--- config.mk ---
export PLATFORM = sky130hd
export DESIGN_NAME = cdb_arbiter
export DESIGN_NICKNAME = d
export VERILOG_FILES = /design/src/rtl/cdb_arbiter.sv
export SDC_FILE = /design/constraint.sdc
export NUM_CORES = 1
export LEC_CHECK = 0
export ABC_CLOCK_PERIOD_IN_PS = 2500
export CAP_MARGIN = 10
export CORE_ASPECT_RATIO = 1.1
export CORE_MARGIN = 4
export CORE_UTILIZATION = 24
export CTS_CLUSTER_SIZE = 14
export DETAILED_ROUTE_END_ITERATION = 10
export PLACE_DENSITY_LB_ADDON = 0.12
export SLEW_MARGIN = 25
export SYNTH_ARGS = -nofsm -noshare
export SYNTH_HDL_FRONTEND = slang
export SYNTH_SLANG_ARGS = --single-unit
--- constraint.sdc ---
create_clock -name clk -period 2.5 [get_ports clk]
set_input_delay 0.375 -clock clk [delete_from_list [all_inputs] [get_ports clk]]
set_output_delay 0.375 -clock clk [all_outputs]
set_load 0.01 [all_outputs]
--- src/rtl/cdb_arbiter.sv ---
// cdb_arbiter: round-robin arbiter for the common data bus.
//
// Each cycle, at most one execution unit with a dispatchable entry is granted
// (req_ready, combinational). The granted unit registers its result at the
// closing edge, and this block broadcasts that result on the CDB during the
// following cycle. The tag and data go through a mux selected by the recorded
// grant index.
//
// Ports:
//   clk          single clock, rising edge
//   reset        asynchronous, active-high reset
//   flush        pipeline flush; cancels grants and suppresses broadcast
//   req_valid    per-unit request
//   req_ready    per-unit grant, one-hot or zero
//   result_tag   per-unit registered ROB tag, unit k at [k*ROB_WIDTH +: ROB_WIDTH]
//   result_data  per-unit registered result, unit k at [k*32 +: 32]
//   cdb_valid    broadcast valid
//   cdb_tag      broadcast ROB tag (zero when not valid)
//   cdb_data     broadcast data (zero when not valid)
module cdb_arbiter #(
    parameter int unsigned N_UNIT    = 4,
    parameter int unsigned ROB_WIDTH = 5
) (
    input  logic                          clk,
    input  logic                          reset,
    input  logic                          flush,
    input  logic [N_UNIT-1:0]             req_valid,
    output logic [N_UNIT-1:0]             req_ready,
    input  logic [N_UNIT*ROB_WIDTH-1:0]   result_tag,
    input  logic [N_UNIT*32-1:0]          result_data,
    output logic                          cdb_valid,
    output logic [ROB_WIDTH-1:0]          cdb_tag,
    output logic [31:0]                   cdb_data
);

    localparam int unsigned PTR_W = (N_UNIT > 4) ? 3 : 2;
    localparam logic [PTR_W:0] NUnitW = (PTR_W + 1)'(N_UNIT);

    logic [PTR_W-1:0]  ptr_q, ptr_d;
    logic              gnt_valid_q, gnt_valid_d;
    logic [PTR_W-1:0]  gnt_idx_q, gnt_idx_d;

    logic [N_UNIT-1:0] req_rot;
    logic [PTR_W:0]    offset;
    logic [PTR_W:0]    sel_sum;
    logic [PTR_W:0]    nxt_sum;
    logic [PTR_W-1:0]  gnt_sel;
    logic              gnt_found;

    // Arbitration: rotate requests so the pointer's unit sits at bit 0.
    // The lowest set bit is then the first requester at or after ptr.
    always_comb begin
        req_rot = N_UNIT'({req_valid, req_valid} >> ptr_q);
        offset  = '0;
        for (int j = N_UNIT - 1; j >= 0; j--) begin
            if (req_rot[j]) begin
                offset = (PTR_W + 1)'(j);
            end
        end
        sel_sum = {1'b0, ptr_q} + offset;
        if (sel_sum >= NUnitW) begin
            sel_sum = sel_sum - NUnitW;
        end
        gnt_sel   = PTR_W'(sel_sum);
        gnt_found = (|req_valid) && !flush && !reset;
        req_ready = gnt_found ? (N_UNIT'(1) << gnt_sel) : '0;
    end

    // Next state: ptr moves past the granted unit and holds otherwise.
    // This includes flush cycles, which can never grant.
    always_comb begin
        nxt_sum = {1'b0, gnt_sel} + (PTR_W + 1)'(1);
        if (nxt_sum == NUnitW) begin
            nxt_sum = '0;
        end
        ptr_d       = gnt_found ? PTR_W'(nxt_sum) : ptr_q;
        gnt_valid_d = gnt_found;
        gnt_idx_d   = gnt_found ? gnt_sel : gnt_idx_q;
    end

    always_ff @(posedge clk or posedge reset) begin
        if (reset) begin
            ptr_q       <= '0;
            gnt_valid_q <= 1'b0;
            gnt_idx_q   <= '0;
        end else begin
            ptr_q       <= ptr_d;
            gnt_valid_q <= gnt_valid_d;
            gnt_idx_q   <= gnt_idx_d;
        end
    end

    // Broadcast the result of last cycle's grant. The valid path has no added
    // latency, so a flush in this cycle kills the broadcast immediately.
    always_comb begin
        cdb_valid = gnt_valid_q && !flush;
        cdb_tag   = '0;
        cdb_data  = '0;
        for (int k = 0; k < N_UNIT; k++) begin
            if (cdb_valid && (gnt_idx_q == PTR_W'(k))) begin
                cdb_tag  = result_tag[k*ROB_WIDTH +: ROB_WIDTH];
                cdb_data = result_data[k*32 +: 32];
            end
        end
    end

endmodule

# Yosys cells after proc, flatten, opt, wreduce, memory -nomap -nowiden

Cells that the tools add are included.

Output and inout port bits: 42
Flip-flop bits (word level): 5
Input bits: 155

Reductions and logical operators: 11
Shift operators: 2
Add/subtract/negate cells: 3
Magnitude comparators: 1
Equal/unequal tests: 4
Mux-type cells: 15

Operator list:

| kind                                                               | number |
|---|---|
| 32-bit 2-to-1 mux                                                  | 4 |
| 5-bit 2-to-1 mux                                                   | 4 |
| 3-bit 2-to-1 mux                                                   | 3 |
| 8-bit by 2-bit right shift with 4-bit output                       | 1 |
| 1-bit logical AND                                                  | 7 |
| 2-bit 2-to-1 mux                                                   | 3 |
| 2-bit == test, second input constant                               | 2 |
| 4-bit 2-to-1 mux                                                   | 1 |
| 4-bit OR reduction                                                 | 1 |
| 1-bit by 2-bit << shifter with 4-bit output, first input constant  | 1 |
| 2-bit by 1-bit adder with 3-bit output, second input constant      | 1 |
| 2-bit by 3-bit adder with 3-bit output                             | 1 |
| 3-bit == test, second input constant                               | 1 |
| 3-bit greater-or-equal comparator, second input constant           | 1 |
| 2-bit by 1-bit == test with 1-bit output, second input constant    | 1 |
| 1-bit logical NOT                                                  | 2 |
| 2-bit logical NOT                                                  | 1 |
| 2-bit by 1-bit subtractor with 2-bit output, second input constant | 1 |

# Logic depth before layout (Yosys ltp)

Depth after elaboration: 11
Depth in mapped cells: 11
Depth with buffers taken out: 10

# Worst setup path after synthesis

Ideal clock, no wire load.

Kind: register -> output
Start: register ptr_q[0]
End: output port req_ready[2]
Arrival: 2.057 ns
Data required time: 2.125 ns
Buffers on the path: 1
Path slack: 0.068 ns
Cell stages (with the launch flop): 11
Path through: dfrtp_1 -> buf_6 -> o311ai_0 -> o21ai_0 -> o221ai_1 -> ha_1 -> xor2_1 -> a31oi_2 -> or2_1 -> ha_1 -> and2_1

Word-level cells in the longest chain between the ends: 10
Elaborated cells between the ends (all ways): 11

RTL lines:

| item                                                                                                    | RTL line | RTL |
|---|---|---|
| from (decl)                                                                                             | 39       | `logic [PTR_W-1:0] ptr_q, ptr_d;` |
| from (signal assigned)                                                                                  | 87       | `ptr_q <= ptr_d;` |
| 8-bit by 2-bit right shift with 4-bit output                                                            | 53       | `req_rot = N_UNIT'({req_valid, req_valid} >> ptr_q);` |
| 2-bit 2-to-1 mux                                                                                        | 56       | `if (req_rot[j]) begin` |
| 3-bit 2-to-1 mux (3 in series)                                                                          | 56       |  |
| 2-bit by 3-bit adder with 3-bit output (*)                                                              | 60       | `sel_sum = {1'b0, ptr_q} + offset;` |
| 3-bit greater-or-equal comparator / 2-bit by 1-bit subtractor with 2-bit output (equally long branches) | 61, 62   |  |
| 2-bit 2-to-1 mux (*)                                                                                    | 61       | `if (sel_sum >= NUnitW) begin` |
| 1-bit by 2-bit << shifter with 4-bit output (*)                                                         | 66       | `req_ready = gnt_found ? (N_UNIT'(1) << gnt_sel) : '0;` |
| 4-bit 2-to-1 mux (*)                                                                                    | 66       |  |
| to (decl)                                                                                               | 28       | `output logic [N_UNIT-1:0] req_ready,` |

Mark *: on every way between the ends. The rest lies on a longest branch, timed or not.

# Worst setup path in the final report

Same ends and word-level chain as after synthesis.

==> flow_metrics.env <==
export IMPL_cts_root_buf="clkbuf_8"
export IMPL_max_slew_margin_pct=83.4
export IMPL_synthCells=141
export IMPL_finalMaxSlewViolations=0
export IMPL_instances_no_fill=435
export IMPL_insertion_delay_ns=0.22
export IMPL_min_period_over_period_pct=105
export IMPL_num_vias=2026
export IMPL_synth_top_area_share_pct=51.3
export IMPL_cpPeakStageDelay_ns=0.43
export IMPL_crit_path_start="ptr_q[0]"
export IMPL_crit_buf_inv=1
export IMPL_layout_drive_gt1_share_pct=24.9
export IMPL_antenna_found_initial=0
export IMPL_grt_pass1_wl_mm=11.5
export IMPL_yosysUniqueCellTypes=33
export IMPL_maxCapViolations=0
export IMPL_synth_nets=299
export IMPL_clock_sinks=5
export IMPL_drcViolationCount=0
export IMPL_synth_largest_area_cell="mux4_2"
export IMPL_seqPwrFrac_pct=7.8
export IMPL_setup_viol=3
export IMPL_nFillCells=584
export IMPL_postSynthAreaPerCell_um2=11.5
export IMPL_cts_htree_levels=1
export IMPL_hold_viol_final=0
export IMPL_switching_share_pct=34.5
export IMPL_wl_per_cell_um=18.4
export IMPL_rsz0062_at_grt="true"
export IMPL_endpoint_kind="primary output"
export IMPL_pwr_share_clk_pct=6.7
export IMPL_dr_pass1_iters=4
export IMPL_internal_power_mw=1.51
export IMPL_cts_tree="yes"
export IMPL_pin_count=197
export IMPL_rows=31
export IMPL_die_area_um2=8150
export IMPL_path_class="flip-flop to primary output"
export IMPL_grt_overflow_total=0
export IMPL_vias_per_cell=4.66
export IMPL_status="complete, but fails checks"
export IMPL_grt_max_degree=39
export IMPL_grt_pass1_vias=2129
export IMPL_leakage_nw=1.46
export IMPL_clk_pin_slew_ns=0.04
export IMPL_worst_path_max_delay_cell="dfrtp_2"
export IMPL_crit_chain="o311ai_2 -> o21ai_1 -> o221ai_2 -> ha_2 -> xor2_2 -> a31oi_2 -> or2_1 -> ha_2 -> and2_4 -> buf_6"
export IMPL_skew_ns=0.00292
export IMPL_numCtsBuffers=3
export IMPL_critPathTopFamily="compound AO/OA/AOI/OAI gates"
export IMPL_cts_hold_fix_buffers=0
export IMPL_hold_path_class="input pin to async pin"
export IMPL_crit_fanout=5
export IMPL_violations="setup timing"
export IMPL_combPwrFrac_pct=85.5
export IMPL_peakVddDrop_uv=797
export IMPL_ant_nets=0
export IMPL_yosysSeqAreaShare_pct=7.70
export IMPL_utilization_pct=59.8
export IMPL_globalplace_congestion=0.845
export IMPL_synth_seq_cells=5
export IMPL_syn_cell_area_um2=1620
export IMPL_area_delta_synth_final_pct=143
export IMPL_cp_common_cell="ha_2"
export IMPL_cp_required_ns=2.12
export IMPL_max_freq_mhz=380
export IMPL_grt_use_total_pct=18.2
export IMPL_clk_path_buf_depth=2
export IMPL_hold_worst_slack_ns=0.413
export IMPL_chipHeight_um=94.3
export IMPL_synth_edf_count=0
export IMPL_yosysWarnings=0
export IMPL_synth_area_leaders="mux4_2 (51%), nor2b_1 (15%), dfrtp_1 (7.7%)"
export IMPL_finalPower_mw=2.30
export IMPL_setup_ws_ns=-0.130
export IMPL_min_period_ns=2.63
export IMPL_start_util_pct=24.6
export IMPL_drt_iter0_drc=31
export IMPL_synthFlopType="dfrtp_1"
export IMPL_place_inst=427
export IMPL_fp_dieW_um=86.4
export IMPL_crit_path_start_kind="flip-flop"
export IMPL_dp_hpwl_mm=6.62
export IMPL_synthArstFlopShare_pct=100
export IMPL_arrival_ns=2.25
export IMPL_r2r_start="ptr_q[0]"
export IMPL_tightest_slew_ns=0.248
export IMPL_rrSetupSlack_ns=0.29
export IMPL_io_buffers=196
export IMPL_p_sw_uw=793
export IMPL_wirelength_mm=7.98
export IMPL_coreArea_um2=6590
export IMPL_num_nets_final=512
export IMPL_n_antenna_cell=0
export IMPL_p_per_area_nw_per_um2=583
-- power by group through the flow --
stage	Clock, mW	Sequential [mW]	Combinational [mW]
2_1_floorplan	0	0.131	1.24
3_3_place_gp	0	0.182	1.80
3_5_place_dp	0	0.182	1.82
4_1_cts	0.155	0.171	1.90
5_1_grt	0.165	0.187	2.13
6_report	0.154	0.180	1.97
-- cells in the final DEF, fill, tap and decap left out, types with 2 or more instances in the layout --
| master | n |
|---|---|
| buf_4 | 20 |
| nor3b_1 | 2 |
| buf_2 | 3 |
| dfrtp_1 | 3 |
| nor2b_1 | 38 |
| nand2b_1 | 3 |
| and2b_1 | 2 |
| mux4_2 | 37 |
| ha_2 | 2 |
| buf_12 | 3 |
| inv_1 | 4 |
| o21ai_1 | 3 |
| dfrtp_2 | 2 |
| o21ai_0 | 3 |
| clkdlybuf4s50_1 | 188 |
| nand2_1 | 7 |
| dlygate4sd2_1 | 3 |
| clkbuf_8 | 3 |
| buf_6 | 2 |
-- layer usage --
layer | share of wire [%] | global-route usage [%] | up-vias
li1 | - | - | 972
met1 | 37 | 20.6 | 956
met2 | 53 | 34.2 | 90
met3 | 9.3 | 5.00 | 8
met4 | 0.85 | 2.60 | 0
met5 | 0 | 0 | -
-- layout make-up --
cell class / count / area, um2 / share of cell area, %
timing repair buffer: 222 / 2210 / 55.9
multi-input combinational: 117 / 1440 / 36.6
sequential: 5 / 128 / 3.24
tap: 82 / 103 / 2.60
clock buffer: 4 / 45.0 / 1.14
inverter: 5 / 20.0 / 0.507
-- cell families after synthesis --
kind of cell             synth area share, %
AO/OA/AOI/OAI                           6.32
XOR/XNOR                               0.539
adder cells (fa/ha/maj)                 2.31
buffers and inverters                   7.01
flip-flops                              7.70
multiplexers                            52.0
AND/OR/NAND/NOR                         24.1
-- final timing paths --
| path | to | cells past startpoint |
|---|---|---|
| hold / removal | ptr_q[1] | 2 |
| hold reg to reg | ptr_q[0] | 3 |
| min in group clk | ptr_q[0] | 3 |
| max in group asynchronous | gnt_idx_q[0] | 2 |
| setup / recovery | req_ready[2] | 10 |
| setup reg to reg | ptr_q[1] | 9 |
-- synthesized netlist by cell type, types with 2 or more instances --
cell type   n
ha_1        3
nor3b_1     2
buf_2       3
nand2_1     7
buf_4       2
nor2_1      2
nor3_1      2
inv_1       4
o21ai_1     2
buf_6       4
dfrtp_1     5
mux4_2     37
nor2b_1    38
o21ai_0     4
clkbuf_1    5
nand2b_1    3
and2b_1     2
-- per-stage QoR --
stage	TNS [ns]	worst slack [ns]	area (um2)
after floorplan	0	0.0675	1620
after global placement	-3.13	-0.844	3800
after detailed placement	-3.46	-0.880	3800
after CTS	-0.153	-0.144	3880
after global routing	-0.719	-0.293	3950
final	-0.158	-0.130	3950
-- worst register-to-register path, cell delays in order, from the launching register on --
cell and delay, ns:
dfrtp_2 0.43, o311ai_2 0.27, o21ai_1 0.11, o221ai_2 0.08, ha_2 0.23, xor2_2 0.18, and4_4 0.24, or2_1 0.10
ha_2 0.25, o21ai_0 0.21
-- state kept, by name, indices dropped and copies added (netlist names) --
name and cells:
gnt_idx_q 2, gnt_valid_q 1, ptr_q 2
-- repair_timing --
item	4_1_cts	5_1_grt
gates cloned	0	1
setup buffers	3	1
gates resized for setup	33	8
pin swaps	4	6
endpoints found under the setup margin	28	6
(Power assumes the default switching activity.)
